===== src/rtl/ps2_kbd_rx.sv =====
// PS/2 keyboard receiver: clock glitch filter, 11-bit frame checker and
// E0/F0 prefix folding into a single-entry valid/ready key event register.
module ps2_kbd_rx #(
    parameter int FILTER_LEN = 8,
    parameter int TIMEOUT    = 20000
) (
    input  logic       clk_sys,
    input  logic       reset,
    input  logic       ps2_kbd_clk,
    input  logic       ps2_kbd_data,
    output logic       key_valid,
    input  logic       key_ready,
    output logic [7:0] key_code,
    output logic       key_extended,
    output logic       key_released,
    output logic       parity_err,
    output logic       frame_err,
    output logic       overrun
);
    localparam int TW  = $clog2(TIMEOUT + 1);
    localparam int DLY = FILTER_LEN + 1;
    localparam logic [TW-1:0] TO_MAX  = TW'(TIMEOUT);
    localparam logic [TW-1:0] TO_LAST = TW'(TIMEOUT - 1);

    localparam logic [1:0] ST_IDLE   = 2'd0;
    localparam logic [1:0] ST_DATA   = 2'd1;
    localparam logic [1:0] ST_PARITY = 2'd2;
    localparam logic [1:0] ST_STOP   = 2'd3;

    logic [1:0]            clk_sync_reg;
    logic [1:0]            data_sync_reg;
    logic [DLY-1:0]        data_dly_reg;
    logic [FILTER_LEN-1:0] filt_sr_reg;
    logic                  filt_clk_reg;
    logic                  fall_reg;
    logic                  data_bit;

    logic [1:0]    state_reg, state_next;
    logic [2:0]    bit_cnt_reg, bit_cnt_next;
    logic [7:0]    shift_reg, shift_next;
    logic          par_reg, par_next;
    logic [TW-1:0] to_cnt_reg, to_cnt_next;
    logic          ext_reg, ext_next;
    logic          rel_reg, rel_next;
    logic          emit;
    logic          perr_next, ferr_next;

    // Data is delayed by the same number of stages the clock spends in the
    // synchronizer-to-strobe path, so each fall samples the matching bit.
    assign data_bit = data_dly_reg[DLY-1];

    always_ff @(posedge clk_sys) begin
        if (reset) begin
            clk_sync_reg  <= 2'b11;
            data_sync_reg <= 2'b11;
            data_dly_reg  <= '1;
            filt_sr_reg   <= '1;
            filt_clk_reg  <= 1'b1;
            fall_reg      <= 1'b0;
        end else begin
            clk_sync_reg  <= {clk_sync_reg[0], ps2_kbd_clk};
            data_sync_reg <= {data_sync_reg[0], ps2_kbd_data};
            data_dly_reg  <= {data_dly_reg[DLY-2:0], data_sync_reg[1]};
            filt_sr_reg   <= {filt_sr_reg[FILTER_LEN-2:0], clk_sync_reg[1]};
            if (filt_sr_reg == '0) begin
                filt_clk_reg <= 1'b0;
            end else if (&filt_sr_reg) begin
                filt_clk_reg <= 1'b1;
            end
            fall_reg <= filt_clk_reg && (filt_sr_reg == '0);
        end
    end

    always_comb begin
        state_next   = state_reg;
        bit_cnt_next = bit_cnt_reg;
        shift_next   = shift_reg;
        par_next     = par_reg;
        to_cnt_next  = to_cnt_reg;
        ext_next     = ext_reg;
        rel_next     = rel_reg;
        emit         = 1'b0;
        perr_next    = 1'b0;
        ferr_next    = 1'b0;
        if (fall_reg) begin
            to_cnt_next = '0;
            case (state_reg)
                ST_IDLE: begin
                    if (!data_bit) begin
                        state_next   = ST_DATA;
                        bit_cnt_next = 3'd0;
                        shift_next   = 8'h00;
                    end
                end
                ST_DATA: begin
                    shift_next   = {data_bit, shift_reg[7:1]};
                    bit_cnt_next = bit_cnt_reg + 3'd1;
                    if (bit_cnt_reg == 3'd7) begin
                        state_next = ST_PARITY;
                    end
                end
                ST_PARITY: begin
                    par_next   = data_bit;
                    state_next = ST_STOP;
                end
                default: begin
                    state_next = ST_IDLE;
                    if (!data_bit) begin
                        ferr_next = 1'b1;
                    end else if ((^{shift_reg, par_reg}) != 1'b1) begin
                        perr_next = 1'b1;
                    end else if (shift_reg == 8'hE0) begin
                        ext_next = 1'b1;
                    end else if (shift_reg == 8'hF0) begin
                        rel_next = 1'b1;
                    end else begin
                        emit = 1'b1;
                    end
                end
            endcase
        end else if (state_reg != ST_IDLE) begin
            if (to_cnt_reg >= TO_LAST) begin
                to_cnt_next = TO_MAX;
                state_next  = ST_IDLE;
                ferr_next   = 1'b1;
            end else begin
                to_cnt_next = to_cnt_reg + 1'b1;
            end
        end
        // A discarded frame breaks any prefix sequence in progress.
        if (perr_next || ferr_next || emit) begin
            ext_next = 1'b0;
            rel_next = 1'b0;
        end
    end

    always_ff @(posedge clk_sys) begin
        if (reset) begin
            state_reg    <= ST_IDLE;
            bit_cnt_reg  <= 3'd0;
            shift_reg    <= 8'h00;
            par_reg      <= 1'b0;
            to_cnt_reg   <= '0;
            ext_reg      <= 1'b0;
            rel_reg      <= 1'b0;
            key_valid    <= 1'b0;
            key_code     <= 8'h00;
            key_extended <= 1'b0;
            key_released <= 1'b0;
            parity_err   <= 1'b0;
            frame_err    <= 1'b0;
            overrun      <= 1'b0;
        end else begin
            state_reg   <= state_next;
            bit_cnt_reg <= bit_cnt_next;
            shift_reg   <= shift_next;
            par_reg     <= par_next;
            to_cnt_reg  <= to_cnt_next;
            ext_reg     <= ext_next;
            rel_reg     <= rel_next;
            parity_err  <= perr_next;
            frame_err   <= ferr_next;
            overrun     <= 1'b0;
            if (emit) begin
                if (!key_valid || key_ready) begin
                    key_valid    <= 1'b1;
                    key_code     <= shift_reg;
                    key_extended <= ext_reg;
                    key_released <= rel_reg;
                end else begin
                    overrun <= 1'b1;
                end
            end else if (key_valid && key_ready) begin
                key_valid <= 1'b0;
            end
        end
    end
endmodule


===== config.mk =====
export PLATFORM = sky130hd
export DESIGN_NAME = ps2_kbd_rx
export DESIGN_NICKNAME = d
export VERILOG_FILES = /design/src/rtl/ps2_kbd_rx.sv
export SDC_FILE = /design/constraint.sdc
export NUM_CORES = 1
export LEC_CHECK = 0
export BUFFER_PORTS_ARGS = -buffer_cell sky130_fd_sc_hd__buf_2
export CORE_MARGIN = 2
export CORE_UTILIZATION = 55
export DETAILED_ROUTE_END_ITERATION = 8
export PLACE_DENSITY = 0.81
export REMOVE_ABC_BUFFERS = 1
export SYNTH_ARGS = -nofsm -noshare
export SYNTH_HDL_FRONTEND = slang
export SYNTH_SLANG_ARGS = --single-unit

===== constraint.sdc =====
create_clock -name clk_sys -period 2.34 [get_ports clk_sys]
set_input_delay 0.468 -clock clk_sys [delete_from_list [all_inputs] [get_ports clk_sys]]
set_output_delay 0.468 -clock clk_sys [all_outputs]
set_load 0.01 [all_outputs]

[Word level (Yosys, flattened, before mapping)]
Index checks and enable logic that the tools add are counted.
Storage, ports and cells
  register bits after elaboration: 68
  input bits: 5
  output and inout port bits: 14
  logic and storage cells: 94
Cells by class
  $add $sub $neg: 2
  magnitude comparators: 1
  equality and inequality tests: 9
  muxes and demuxes: 32
  bitwise operators: 3
  reduce and logical (&&, ||, !) cells: 27
Operator list (count)
  $mux 1: 21
  $eq 8x8->1 const B: 2
  $pmux 8 s2: 1
  $add 15x1->15 const B: 1
  $ge 15x15->1 const B: 1
  $mux 15: 1
  $reduce_bool 2->1: 6
  $mux 2: 5
  $reduce_xor 9->1: 1
  $logic_not 8->1: 1
  $mux 8: 1
  $reduce_and 8->1: 1
  $ne 3x3->1 const B: 2
  $pmux 2 s3: 1
  $pmux 3 s2: 1
  $reduce_and 2->1: 3
  $reduce_and 6->1: 1
  $reduce_or 2->1: 3
  $reduce_and 5->1: 1
  $reduce_and 4->1: 1
  $add 3x1->3 const B: 1
  $eq 3x3->1 const B: 1
  $logic_or 1x1->1: 3
  $mux 3: 1
  10 further kinds: 13

[Depth between registers and ports, before layout]
Gate-level depths: netlist (run 1).
  word-level depth: 9
  depth in mapped cells: 8
  mapped depth without buffers: 7

[Worst setup path before layout (run 1)]
OpenSTA, ideal clock, no wires.
  path type: register to register
  from: reg shift_reg[3]
  to: reg key_code[0]
  library setup time: 0.072 ns
  data arrival time: 1.716 ns
  path slack: 0.553 ns
  cell stages (with the launch flop): 7
  buffers on the path: 1
  period minus slack after synthesis: 1.787 ns
  cells stage by stage: dfxtp_1 > xnor2_1 > xnor3_2 > xor2_2 > mux2i_1 > buf_6 > mux2i_1
On the way
  longest elaborated chain between the ends: 8
Ends and longest elaborated chain
  start, declared: RTL line 40  | logic [7:0] shift_reg, shift_next;
  start signal, assigned: RTL line 156  | shift_reg <= shift_next;
  $eq 8x8->1: RTL line 114  | end else if (shift_reg == 8'hF0) begin
  $mux 1: RTL line 114
  $mux 1: RTL line 112  | end else if (shift_reg == 8'hE0) begin
  $mux 1 (*): RTL line 110  | end else if ((^{shift_reg, par_reg}) != 1'b1) begin
  $mux 1 (*): RTL line 108  | if (!data_bit) begin
  $mux 1 (*): RTL line 87  | case (state_reg)
  $mux 1 (*): RTL line 85  | if (fall_reg) begin
  $reduce_and 2->1 (no source line) (*)
  end signal, assigned: RTL line 167  | key_code <= shift_reg;
  end, declared: RTL line 13  | output logic [7:0] key_code,
Every way passes the cells marked *; elsewhere a longest branch is shown, timed or not.
A chain may end at the register's enable or synchronous reset.

[Worst setup path in the final report (run 1)]
  from: reg shift_reg[2]
  to: reg key_code[5]
Same word-level chain as after synthesis.

==> results of run 1 <==
through the flow:
stage	util (%)	setup slack, ns	cell area, um2	cells
finish	63.60	0.3602	3248	412
global route	63.60	0.1663	3248	412
CTS	63.60	0.3518	3248	412
detailed placement	59.82	0.3959	3055	396
global placement	59.82	0.4433	3055	396
floorplan	-	0.006611	2825	301
per-layer routing:
layer | share of wire [%] | track usage, % | wire [um] | up-vias
met5 | 0 | 0 | 0 | -
met4 | 2.1 | 10.55 | 116 | 0
met3 | 3.5 | 3.647 | 193 | 12
met2 | 47 | 31.84 | 2604 | 49
met1 | 47 | 25.11 | 2595 | 1058
li1 | - | - | - | 1135
cells by family after synthesis:
| logic type | count (synthesis) | synth area share (%) |
|---|---|---|
| adders and majority gates | 7 | 3.011 |
| buffers and inverters | 24 | 3.656 |
| AOI/OAI and AO/OA | 46 | 9.549 |
| xor gates and xnor gates | 17 | 5.893 |
| muxes | 12 | 4.129 |
| and+or+nand+nor | 145 | 26.97 |
| DFF | 68 | 46.80 |
layout by cell type, fill, tap and decap left out, types with 3 or more instances in the layout:
master / n
dfxtp_1: 68
nand2_1: 28
a21oi_1: 25
or2_2: 22
nand2b_1: 18
nand3_1: 18
buf_2: 18
nor3_1: 17
mux2i_1: 12
nor2_1: 10
xnor2_1: 9
clkbuf_8: 9
ha_1: 7
buf_4: 7
inv_1: 6
xor2_1: 6
or2b_1: 6
o21ai_0: 5
nand4_1: 5
and3_1: 4
nor4_1: 4
nor2b_1: 4
o22ai_1: 4
and2_1: 3
how the worst max path moves through the flow:
stage                 start             end  depth (start not counted)
6_report       shift_reg[2]     key_code[5]                          6
2_1_floorplan  shift_reg[3]     key_code[0]                          5
5_1_grt        state_reg[1]  to_cnt_reg[11]                          7
3_5_place_dp   state_reg[1]  to_cnt_reg[11]                          7
4_1_cts        shift_reg[2]     key_code[5]                          6
3_3_place_gp   state_reg[0]  to_cnt_reg[11]                          7
layout make-up:
class | count | area (um2)
tap | 70 | 87.58
clock buffer | 10 | 127.6
clock inverter | 6 | 65.06
timing repair buffer | 25 | 142.6
inverter | 6 | 22.52
fill | 417 | 1859
sequential | 68 | 1361
multi-input combinational | 227 | 1441
worst max-delay path: cells and delay by family (launching register included):
family	cells	cell delay [ns]
xor+xnor	3	0.86
buf+inv	1	0.20
flops	1	0.41
mux	2	0.44
power groups by stage:
stage | logic (mW) | registers (mW) | clock network [mW]
3_3_place_gp | 0.103 | 1.22 | 0
5_1_grt | 0.122 | 1.19 | 0.997
4_1_cts | 0.107 | 1.19 | 0.952
6_report | 0.108 | 1.19 | 0.933
2_1_floorplan | 0.0705 | 1.21 | 0
3_5_place_dp | 0.107 | 1.22 | 0
==> reports/qor.yml, run 1 <==
timing.fmax_ghz: 0.5051
cts_num_sinks: 68
crit_path_end_kind: "flip-flop"
setup_tns_ns: 0
syn-cell-area_mm2: 0.002909
reg2reg_depth: 6
grt_max_degree: 41
synth_top_area_cell: "dfxtp_1"
numPortBuffers: 18
rows: 26
p_switching_uw: 524.3
syn_area_per_cell_um2: 9.119
largest_reg_flops: 15
total_power_mw: 2.232
h-tree-depth: 3
yosys-top-cells-area: "dfxtp_1 47%, or2_2 4.7%, a21oi_1 4.3%"
leakagePower_nw: 1.180
cellPowerDensity_mw_per_mm2: 687.0
ys_seq_area_share_pct: 46.80
yosysTopAreaCellShare_pct: 46.80
core_mm2: 0.005107
pwr-share-clk_pct: 41.8
antenna_cells: 0
die_h_um: 76.73
cts_resized: 0
synth.top_cells.by_count: "68 x dfxtp_1, 28 x nand2_1, 25 x a21oi_1"
slowest_stage: "xnor3_2"
fin_worst_skew_ns: 0.01000
timing.reg2reg.setup_slack_ns: 0.36
postSynth.asyncResetShare_pct: 0
path_max_fanout: 6
drt_iter0_drc: 167
die_w_um: 76.73
crit_path_start_kind: "flip-flop"
hold_violations: 0
die_area_mm2: 0.005887
cp_data_required_time_ns: 2.61
wl_per_cell_um: 13.37
io-pin-count: 19
timing.rr.start: "shift_reg[2]"
grt_pass1_vias: 2084
cts_tree: "done"
rsz0062_at_grt: "no"
drive_gt1_share_pct: 19.30
ys_ff_latch: 68
postCtsSetupBuffers: 0
numCtsBuffers: 9
clockBufferDepth: 2
syn2layout_area_growth_pct: 11.66
start_util_pct: 56.96
r2r-end: "key_code[5]"
slew_violations: 0
overflow: 0
holdWs_ns: 0.3064
hold_class: "in2reg"
ir_drop_v: 0.0005812
cp.arrival_ns: 2.25
hold_depth: 2
antenna_found_initial: 0
synth_flop_cell: "dfxtp_1"
postSynthCellCount: 319
gr-usage-all-layers_pct: 19.74
status: "finished, final reports clean"
cellInternalPower_mw: 1.707
switching_share_pct: 23.50
drc_errors: 0
dp_hpwl_mm: 3.675
postCtsHoldBufs: 0
synth_edf_count: 0
period_minus_slack_ns: 1.980
cts-root-buf: "clkbuf_8"
p_seq_share_pct: 53.4
vias_per_cell: 5.471
power_frac_comb_pct: 4.8
grt_first_pass_wirelength_mm: 9.384
num_vias: 2254
routed_wl_mm: 5.509
fin_crit_sh_pct: 84.61
slowest_delay_ns: 0.50
yosysWarnings: 0
cpMostUsedCell: "mux2i_1"
finalSetupViolations: 0
yosysMostFrequentCell: "dfxtp_1"
maxCapViolCount: 0
gp_congestion: 0.8215
dr.pass1.iters: 4
hold_start: "ps2_kbd_clk"
path_clk_slew_ns: 0.08
crit_chain: "xnor2_1 > xnor3_2 > xor2_2 > mux2i_1 > buf_4 > mux2i_1"
crit_type: "reg2reg"
tightest_slew_ns: 0.6013
slew_headroom_pct: 59.55
min_to: "clk_sync_reg[0]"
synth_cell_type_count: 43
clk_latency_ns: 0.34
nets: 349
ant_nets: 0
(Power assumes the default switching activity.)
==> run 2, diff against run 1 <==
Settings changed: CORE_UTILIZATION 55 to 54, PLACE_DENSITY 0.81 to 0.83.
Clock period 2.34 ns to 1.75 ns, I/O delays scaled along.
==> run 2 against run 1 <==
  * The run now ends with setup timing left
  * Clock skew shrank 0.0013 ns
  * Fmax up 2.1%
  * Critical path depth stayed put
  * Via count rose by 3.3%
  * Total power increased by 42%
  * Clock power rose by 50%
  * Die area up 1.8%
  * Sequential share of layout area down 3.5 points
  * Global-route usage is 1.3 points higher
  * Sequential power is 34% higher
  * Critical path type unchanged
  * Critical endpoint is now key_extended
==> reports/qor.yml, run 2 (synthesis results as in run 1) <==
setup_tns_ns: -1.612
start_util_pct: 56.60
gr-usage-all-layers_pct: 21.08
ir_drop_v: 0.0006806
tightest_slew_ns: 0.4424
timing.reg2reg.setup_slack_ns: -0.19
drc_errors: 0
grt_max_degree: 41
die_w_um: 77.40
numCtsBuffers: 9
largest_reg_flops: 15
antenna_cells: 0
drt_iter0_drc: 242
grt_first_pass_wirelength_mm: 10.03
pre_cts_ws_ns: -0.1136
path_max_fanout: 5
finalSetupViolations: 10
crit_chain: "xnor2_2 > xnor3_2 > xor2_2 > mux2i_1 > buf_4 > mux2i_1"
crit_type: "reg2reg"
placed_area_mm2: 0.003256
slew_violations: 0
slew_headroom_pct: 70.29
leakagePower_nw: 1.373
critPathTopFamily: "XOR/XNOR gates"
io-pin-count: 19
rsz0062_at_grt: "yes"
crit_buf_inv: 1
holdWs_ns: 0.1813
die_area_mm2: 0.005990
timing.fmax_ghz: 0.5158
routed_wl_mm: 5.778
h-tree-depth: 3
final.fill_count: 407
ant_nets: 0
cp_data_required_time_ns: 2.03
drive_gt1_share_pct: 29.35
wl_per_cell_um: 13.19
overflow: 0
maxCapViolCount: 0
die_h_um: 77.40
final_common_cell: "dfxtp_1"
failed_checks: "setup timing"
postLayoutCellArea_mm2: 0.003557
clk_latency_ns: 0.35
total_power_mw: 3.172
core_mm2: 0.005140
cts-root-buf: "clkbuf_8"
hold_violations: 0
numPortBuffers: 18
dp_cells: 421
hold_class: "in2reg"
vias_per_cell: 5.317
status: "finished with violations"
clockBufferDepth: 2
slowest_delay_ns: 0.41
mostFrequentLayoutCells: "64 x dfxtp_1, 33 x buf_4, 28 x nand2_1, 25 x a21oi_1, 22 x or2_2"
nets: 376
cellPowerDensity_mw_per_mm2: 891.6
crit_path_end_kind: "flip-flop"
grt_pass1_vias: 2248
num_vias: 2329
fin_worst_skew_ns: 0.008681
path_clk_slew_ns: 0.08
cts_tree: "done"
cts_num_sinks: 68
crit_path_start_kind: "flip-flop"
worst_slack_ns: -0.1888
fin_cells: 438
rows: 26
dp_hpwl_mm: 3.775
final_util_pct: 69.21
syn2layout_area_growth_pct: 22.28
cpMostUsedCell: "mux2i_1"
period_minus_slack_ns: 1.939
antenna_found_initial: 0
gp_congestion: 0.8158
dr.pass1.iters: 4
cp.arrival_ns: 2.22
slowest_stage: "xnor3_2"
fin_crit_sh_pct: 110.8
==> run 2: layout make-up <==
type,count,area (um2),share of cell area (%)
clock buffer,9,123.9,3.482
clock inverter,6,90.09,2.533
inverter,6,22.52,0.6331
multi-input combinational,227,1509,42.42
sequential,68,1366,38.41
tap,70,87.58,2.462
timing repair buffer,52,357.8,10.06
==> run 2: worst paths after layout <==
kind / from / endpoint / cells after the start
worst min-delay path: ps2_kbd_data / data_sync_reg[0] / 2
worst max-delay path: shift_reg[4] / key_extended / 6
worst min register to register: data_dly_reg[3] / data_dly_reg[4] / 1
worst max register to register: shift_reg[4] / key_extended / 6
==> run 2: per-layer routing <==
layer | global-route usage [%] | vias up | routed length, um
met1 | 26.73 | 1098 | 2688
li1 | - | 1181 | -
met5 | 0 | - | 0
met4 | 11.61 | 0 | 83
met3 | 3.953 | 10 | 199
met2 | 33.91 | 40 | 2807
==> run 2: report_power, final <==
part	switching (mW)	internal (mW)
clock network	0.600	0.796
registers	0.0151	1.57
logic	0.106	0.0843
total	0.721	2.45
==> run 2: timing repair <==
item                       4_1_cts  5_1_grt
cloned                           1        0
setup buffers                    2        1
hold buffers                     0        0
hold endpoints to repair         0        0
setup endpoints to repair       16       36
pin swaps                        2        4
resized for setup                8       13
